$ cat config.mk
export PLATFORM = sky130hd
export DESIGN_NAME = pipeline_sequencer
export DESIGN_NICKNAME = d
export VERILOG_FILES = /design/src/rtl/pipeline_types_pkg.sv /design/src/rtl/pipeline_sequencer_hazard_detect.sv /design/src/rtl/pipeline_sequencer.sv
export SDC_FILE = /design/constraint.sdc
export NUM_CORES = 1
export LEC_CHECK = 0
export BUFFER_PORTS_ARGS = -buffer_cell sky130_fd_sc_hd__buf_2
export CORE_AREA = 3 3 63 65
export CTS_CLUSTER_DIAMETER = 50
export DETAILED_ROUTE_END_ITERATION = 6
export DIE_AREA = 0 0 66 68
export MAX_ROUTING_LAYER = met4
export PLACE_DENSITY_LB_ADDON = 0.15
export RECOVER_POWER = 50
export SLEW_MARGIN = 15
export SYNTH_ARGS = -nofsm -noshare
export SYNTH_HDL_FRONTEND = slang
export SYNTH_SLANG_ARGS = --single-unit
$ cat constraint.sdc
create_clock -name CLK -period 5.45 [get_ports CLK]
set_clock_uncertainty 0.05 [all_clocks]
set_input_delay 0.2725 -clock CLK [delete_from_list [all_inputs] [get_ports CLK]]
set_output_delay 0.2725 -clock CLK [all_outputs]
set_load 0.02 [all_outputs]
$ cat src/rtl/pipeline_types_pkg.sv
// Shared sequencer types: FSM state encoding, grouped enable/flush controls,
// and the per-cycle RUN control decode used by both RUN and MEMWAIT.
package pipeline_types_pkg;

  typedef enum logic [1:0] {
    RUN     = 2'd0,
    MEMWAIT = 2'd1,
    DRAIN   = 2'd2,
    HALTED  = 2'd3
  } seq_state_t;

  typedef struct packed {
    logic pc_en;
    logic ifid_en;
    logic idex_en;
    logic exmem_en;
    logic memwb_en;
    logic ifid_flush;
    logic idex_flush;
    logic exmem_flush;
  } pipe_ctl_t;

  localparam pipe_ctl_t CTL_FREEZE = 8'b0000_0000;
  localparam pipe_ctl_t CTL_GO     = 8'b1111_1000;
  // Drain: hold fetch, push bubbles into ID/EX and EX/MEM, let MEM/WB retire.
  localparam pipe_ctl_t CTL_DRAIN  = 8'b0011_1011;

  function automatic pipe_ctl_t run_ctl(input logic dwait, input logic redirect,
                                        input logic lu_hazard, input logic ihit);
    pipe_ctl_t c;
    c = CTL_GO;
    if (dwait) begin
      c = CTL_FREEZE;
    end else if (redirect) begin
      // The IF/ID bubble also covers a missing fetch, so ihit is irrelevant here.
      c.ifid_flush  = 1'b1;
      c.idex_flush  = 1'b1;
      c.exmem_flush = 1'b1;
    end else if (lu_hazard) begin
      c.pc_en      = 1'b0;
      c.ifid_en    = 1'b0;
      c.idex_flush = 1'b1;
    end else if (!ihit) begin
      c.pc_en      = 1'b0;
      c.ifid_flush = 1'b1;
    end
    return c;
  endfunction

  function automatic logic any_flush(input pipe_ctl_t c);
    return c.ifid_flush | c.idex_flush | c.exmem_flush;
  endfunction

endpackage

$ cat src/rtl/pipeline_sequencer_hazard_detect.sv
// Combinational hazard detection: outstanding data access and load-use on IF/ID sources.
// Zero latency, no state, no backpressure of its own.
module hazard_detect
  import pipeline_types_pkg::*;
(
  input  logic       i_exmem_dmem,
  input  logic       i_dhit,
  input  logic       i_idex_load,
  input  logic [4:0] i_idex_wsel,
  input  logic [4:0] i_ifid_rs,
  input  logic [4:0] i_ifid_rt,
  output logic       o_dwait,
  output logic       o_lu_hazard
);

  logic w_src_match;

  assign o_dwait     = i_exmem_dmem & ~i_dhit;
  assign w_src_match = (i_idex_wsel == i_ifid_rs) | (i_idex_wsel == i_ifid_rt);
  // r0 is hardwired zero, so a load targeting it never creates a dependency.
  assign o_lu_hazard = i_idex_load & (i_idex_wsel != 5'd0) & w_src_match;

endmodule

$ cat src/rtl/pipeline_sequencer.sv
// Pipeline stall/flush sequencer: registered FSM, combinational enables/flushes, saturating stats.
// Enables respond in the same cycle as their inputs; a data miss freezes every stage.
module pipeline_sequencer
  import pipeline_types_pkg::*;
#(
  parameter int CNT_W = 16
) (
  input  logic             CLK,
  input  logic             nRST,
  input  logic             ihit,
  input  logic             dhit,
  input  logic             exmem_dmem,
  input  logic             idex_load,
  input  logic [4:0]       idex_wsel,
  input  logic [4:0]       ifid_rs,
  input  logic [4:0]       ifid_rt,
  input  logic             exmem_redirect,
  input  logic             memwb_halt,
  output logic             pc_en,
  output logic             ifid_en,
  output logic             idex_en,
  output logic             exmem_en,
  output logic             memwb_en,
  output logic             ifid_flush,
  output logic             idex_flush,
  output logic             exmem_flush,
  output logic             halted,
  output logic [CNT_W-1:0] stall_cnt,
  output logic [CNT_W-1:0] flush_cnt
);

  localparam logic [CNT_W-1:0] CNT_ONE = {{(CNT_W-1){1'b0}}, 1'b1};

  seq_state_t       r_state;
  seq_state_t       w_next;
  pipe_ctl_t        w_ctl;
  logic             w_dwait;
  logic             w_lu_hazard;
  logic             w_stall_inc;
  logic             w_flush_inc;
  logic [CNT_W-1:0] r_stall_cnt;
  logic [CNT_W-1:0] r_flush_cnt;

  hazard_detect u_hazard_detect (
    .i_exmem_dmem (exmem_dmem),
    .i_dhit       (dhit),
    .i_idex_load  (idex_load),
    .i_idex_wsel  (idex_wsel),
    .i_ifid_rs    (ifid_rs),
    .i_ifid_rt    (ifid_rt),
    .o_dwait      (w_dwait),
    .o_lu_hazard  (w_lu_hazard)
  );

  always_comb begin
    w_ctl  = CTL_FREEZE;
    w_next = r_state;
    case (r_state)
      RUN: begin
        w_ctl = run_ctl(w_dwait, exmem_redirect, w_lu_hazard, ihit);
        // Halt outranks a pending access; the access is simply abandoned.
        if (memwb_halt)   w_next = DRAIN;
        else if (w_dwait) w_next = MEMWAIT;
      end
      MEMWAIT: begin
        if (dhit) w_ctl = run_ctl(1'b0, exmem_redirect, w_lu_hazard, ihit);
        if (memwb_halt) w_next = DRAIN;
        else if (dhit)  w_next = RUN;
      end
      DRAIN: begin
        w_ctl  = CTL_DRAIN;
        w_next = HALTED;
      end
      HALTED: begin
        w_ctl  = CTL_FREEZE;
        w_next = HALTED;
      end
      default: begin
        w_ctl  = CTL_FREEZE;
        w_next = RUN;
      end
    endcase
  end

  always_ff @(posedge CLK or negedge nRST) begin
    if (!nRST) r_state <= RUN;
    else       r_state <= w_next;
  end

  assign w_stall_inc = ~w_ctl.pc_en & (r_state != HALTED) & (r_stall_cnt != '1);
  assign w_flush_inc = any_flush(w_ctl) & (r_flush_cnt != '1);

  always_ff @(posedge CLK or negedge nRST) begin
    if (!nRST) begin
      r_stall_cnt <= '0;
      r_flush_cnt <= '0;
    end else begin
      if (w_stall_inc) r_stall_cnt <= r_stall_cnt + CNT_ONE;
      if (w_flush_inc) r_flush_cnt <= r_flush_cnt + CNT_ONE;
    end
  end

  assign pc_en       = w_ctl.pc_en;
  assign ifid_en     = w_ctl.ifid_en;
  assign idex_en     = w_ctl.idex_en;
  assign exmem_en    = w_ctl.exmem_en;
  assign memwb_en    = w_ctl.memwb_en;
  assign ifid_flush  = w_ctl.ifid_flush;
  assign idex_flush  = w_ctl.idex_flush;
  assign exmem_flush = w_ctl.exmem_flush;
  assign halted      = (r_state == HALTED);
  assign stall_cnt   = r_stall_cnt;
  assign flush_cnt   = r_flush_cnt;

endmodule

==> flow_metrics.tcl <==
set metrics [dict create \
    powerDensity_mw_per_mm2 251.8 \
    initial_core_util_pct 55.30 \
    slew_headroom_pct -14.23 \
    async_flop_share_pct 100.0 \
    p_sw_uw 165.9 \
    cts_max_path_buffers 2 \
    tightest_slew_ns 1.713 \
    period_share_pct 40.14 \
    via_per_inst 5.423 \
    overflow 0 \
    worst_path_max_delay_cell "dfrtp_1" \
    drtIter0Drc 58 \
    ys_warn_count 0 \
    clkLatencyLatePin_ns 0.33 \
    tns_ns 0 \
    fp.dieW_um 66 \
    swShare_pct 28.89 \
    synth_edf_count 0 \
    internal_power_uw 408.4 \
    antenna_found_initial 0 \
    place_congestion 0.8005 \
    worstSetupEndpointType "flop" \
    grt_max_degree 35 \
    syn_nets 217 \
    final_max_slew_viol_count 35 \
    die_h_um 68 \
    syn-instance-count 192 \
    first_global_vias 1551 \
    clkSinkCount 34 \
    row_count 21 \
    p_clk_share_pct 31.0 \
    leakagePower_uw 0.001105 \
    cts_buffers 5 \
    ir_worst_vdd_uv 150.6 \
    cap_violations 1 \
    via_count 1654 \
    final_hold_viol_count 0 \
    ys.flop_type "dfrtp_1" \
    avgSynthCellArea_um2 9.762 \
    fin_hold_ws_ns 0.1099 \
    status "finished, violations left" \
    dpl.cell_count 296 \
    combPwrFrac_pct 18.2 \
    ios 64 \
    synth-seq-area-share_pct 45.39 \
    p_seq_share_pct 50.8 \
    fin_area_mm2 0.002281 \
    drc 0 \
    stdcell_count 305 \
    htreeDepth 2 \
    ys_types 37 \
    required_ns 5.62 \
    totalWireLength_mm 3.886 \
    period_minus_slack_ns 2.188 \
    max_freq_mhz 457.1 \
    startpoint_type "flop" \
    dp_hpwl_mm 2.944 \
    crit_chain "ha_1 > nand2_1 > nor3_1 > and3_1 > nand2_1 > nand2_1 > mux2_2" \
    wl_per_cell_um 12.74 \
    layout-drive-gt1-share_pct 21.62 \
    area_growth_pct 21.70 \
    die_area_mm2 0.004488 \
    diodes 0 \
    cp_common_cell "nand2_1" \
    violations "max-capacitance violations, max-slew violations" \
    crit_fanout 10 \
    root_buffer "clkbuf_4" \
    fp.coreArea_mm2 0.003390 \
    track_usage_pct 19.39 \
    max_stage_delay_ns 0.42 \
    hold_path.class "input port to flop" \
    clk_pin_slew_ns 0.10 \
    syn_area_mm2 0.001874 \
    cts_tree "yes" \
    grt_pass1_wl_mm 6.520 \
    portBuffers 63 \
    placed_cell_area_mm2 0.002220 \
    ant_nets 0 \
    nNetsFinal 283 \
    setup-violations-final 0 \
    critPathKind "flop to flop" \
    synth-seq-cells 34 \
    fillCellCount 304 \
    rsz0062_at_grt "no" \
    drt-pass1-iter-count 4 \
    critPathArrivalTime_ns 2.36 \
]
[worst max-delay path, delay by kind of cell (launching register included)]
kind,cells,cell delay [ns]
AND/OR/NAND/NOR,5,1.09
flip-flops,1,0.42
multiplexers,1,0.34
adder cells (fa/ha/maj),1,0.18
[Yosys cell counts, types with 2 or more instances]
| cell | number | area, µm² |
|---|---|---|
| buf_4 | 2 | 15.01 |
| nor3_1 | 6 | 30.03 |
| xnor2_1 | 31 | 271.5 |
| nand2_1 | 16 | 60.06 |
| nand4_1 | 11 | 68.82 |
| nor2b_1 | 3 | 18.77 |
| a21oi_1 | 3 | 15.01 |
| ha_1 | 2 | 25.02 |
| mux2_2 | 2 | 22.52 |
| nand3_1 | 18 | 90.09 |
| inv_1 | 5 | 18.77 |
| buf_1 | 2 | 7.510 |
| and2_1 | 2 | 12.51 |
| nor2_1 | 11 | 41.29 |
| a31oi_1 | 4 | 25.02 |
| and3_1 | 15 | 93.84 |
| dfrtp_1 | 34 | 850.8 |
| xor2_1 | 6 | 52.55 |
[power by group through the flow]
| stage | Combinational [µW] | Sequential [µW] | Clock, µW |
|---|---|---|---|
| CTS | 108 | 292 | 185 |
| floorplan | 42.0 | 315 | 0 |
| finish | 105 | 292 | 178 |
| global route | 118 | 296 | 194 |
| global placement | 104 | 296 | 0 |
| detailed placement | 107 | 296 | 0 |
[path summary, 6_finish.rpt]
path | depth (start not counted) | slack, ns | endpoint | from
max | 7 | 3.26 | stall_cnt[1]$_DFFE_PN0P_ | stall_cnt[0]$_DFFE_PN0P_
min | 2 | 0.11 | r_state[1]$_DFFE_PN0P_ | memwb_halt
max reg2reg | 7 | 3.26 | stall_cnt[1]$_DFFE_PN0P_ | stall_cnt[0]$_DFFE_PN0P_
min reg2reg | 1 | 0.45 | stall_cnt[6]$_DFFE_PN0P_ | stall_cnt[6]$_DFFE_PN0P_
max in group asynchronous | 2 | 3.48 | r_state[1]$_DFFE_PN0P_ | nRST
min in group asynchronous | 2 | 0.87 | flush_cnt[15]$_DFFE_PN0P_ | nRST
[cell type report]
class	count	area, µm²	area share [%]
clock buffers	7	45.04	1.975
inverters	5	18.77	0.8228
flip-flops and latches	34	850.8	37.30
clock inverters	1	30.03	1.317
well taps	46	57.56	2.523
multi-input cells	148	977.2	42.84
repair buffers	64	301.5	13.22
[per-stage QoR]
step	power, µW	setup WS (ns)	utilization [%]
detailed placement	403.3	3.142	65.49
CTS	584.6	3.267	68.00
global route	608.1	3.052	67.29
finish	574.4	3.262	67.29
global placement	400.2	3.179	65.49
floorplan	357.3	3.283	-
[kinds of logic after synthesis]
family                   count (synthesis)  synth area share [%]
flip-flops                              34                 45.39
AO/OA/AOI/OAI                           18                 7.210
AND/OR/NAND/NOR                         88                 24.50
XOR/XNOR                                37                 17.29
multiplexers                             3                 1.802
adder cells (fa/ha/maj)                  2                 1.335
buffers and inverters                   10                 2.470
[registers in the layout, summed over array words and instances, names as in the netlist]
register   cells
r_state        2
stall_cnt     16
flush_cnt     16
[routing by layer]
| layer | share of wire [%] | global-route usage [%] | vias to the layer above |
|---|---|---|---|
| met2 | 47 | 32.29 | 50 |
| met1 | 45 | 22.45 | 785 |
| met4 | 1.3 | 7.107 | 0 |
| li1 | - | - | 813 |
| met5 | 0 | - | - |
| met3 | 7.2 | 5.583 | 6 |
[cell usage in the layout, fill, tap and decap left out, types with 2 or more instances in the layout]
| master | count |
|---|---|
| clkbuf_1 | 21 |
| inv_1 | 5 |
| nor2b_1 | 3 |
| xnor2_1 | 31 |
| mux2_2 | 2 |
| clkbuf_4 | 5 |
| buf_2 | 44 |
| nor2_1 | 11 |
| dfrtp_1 | 34 |
| a31oi_1 | 4 |
| xor2_1 | 6 |
| and2_1 | 2 |
| nand4_1 | 11 |
| nand2_1 | 16 |
| ha_1 | 2 |
| nor3_1 | 6 |
| and3_1 | 15 |
| a21oi_1 | 3 |
| nand3_1 | 18 |
[what timing repair did]
item                                   CTS  global route
setup buffers                            0             0
resized for setup                        0             0
endpoints found under the hold margin   34             0
hold buffers                             1             0
(Power assumes the default switching activity.)
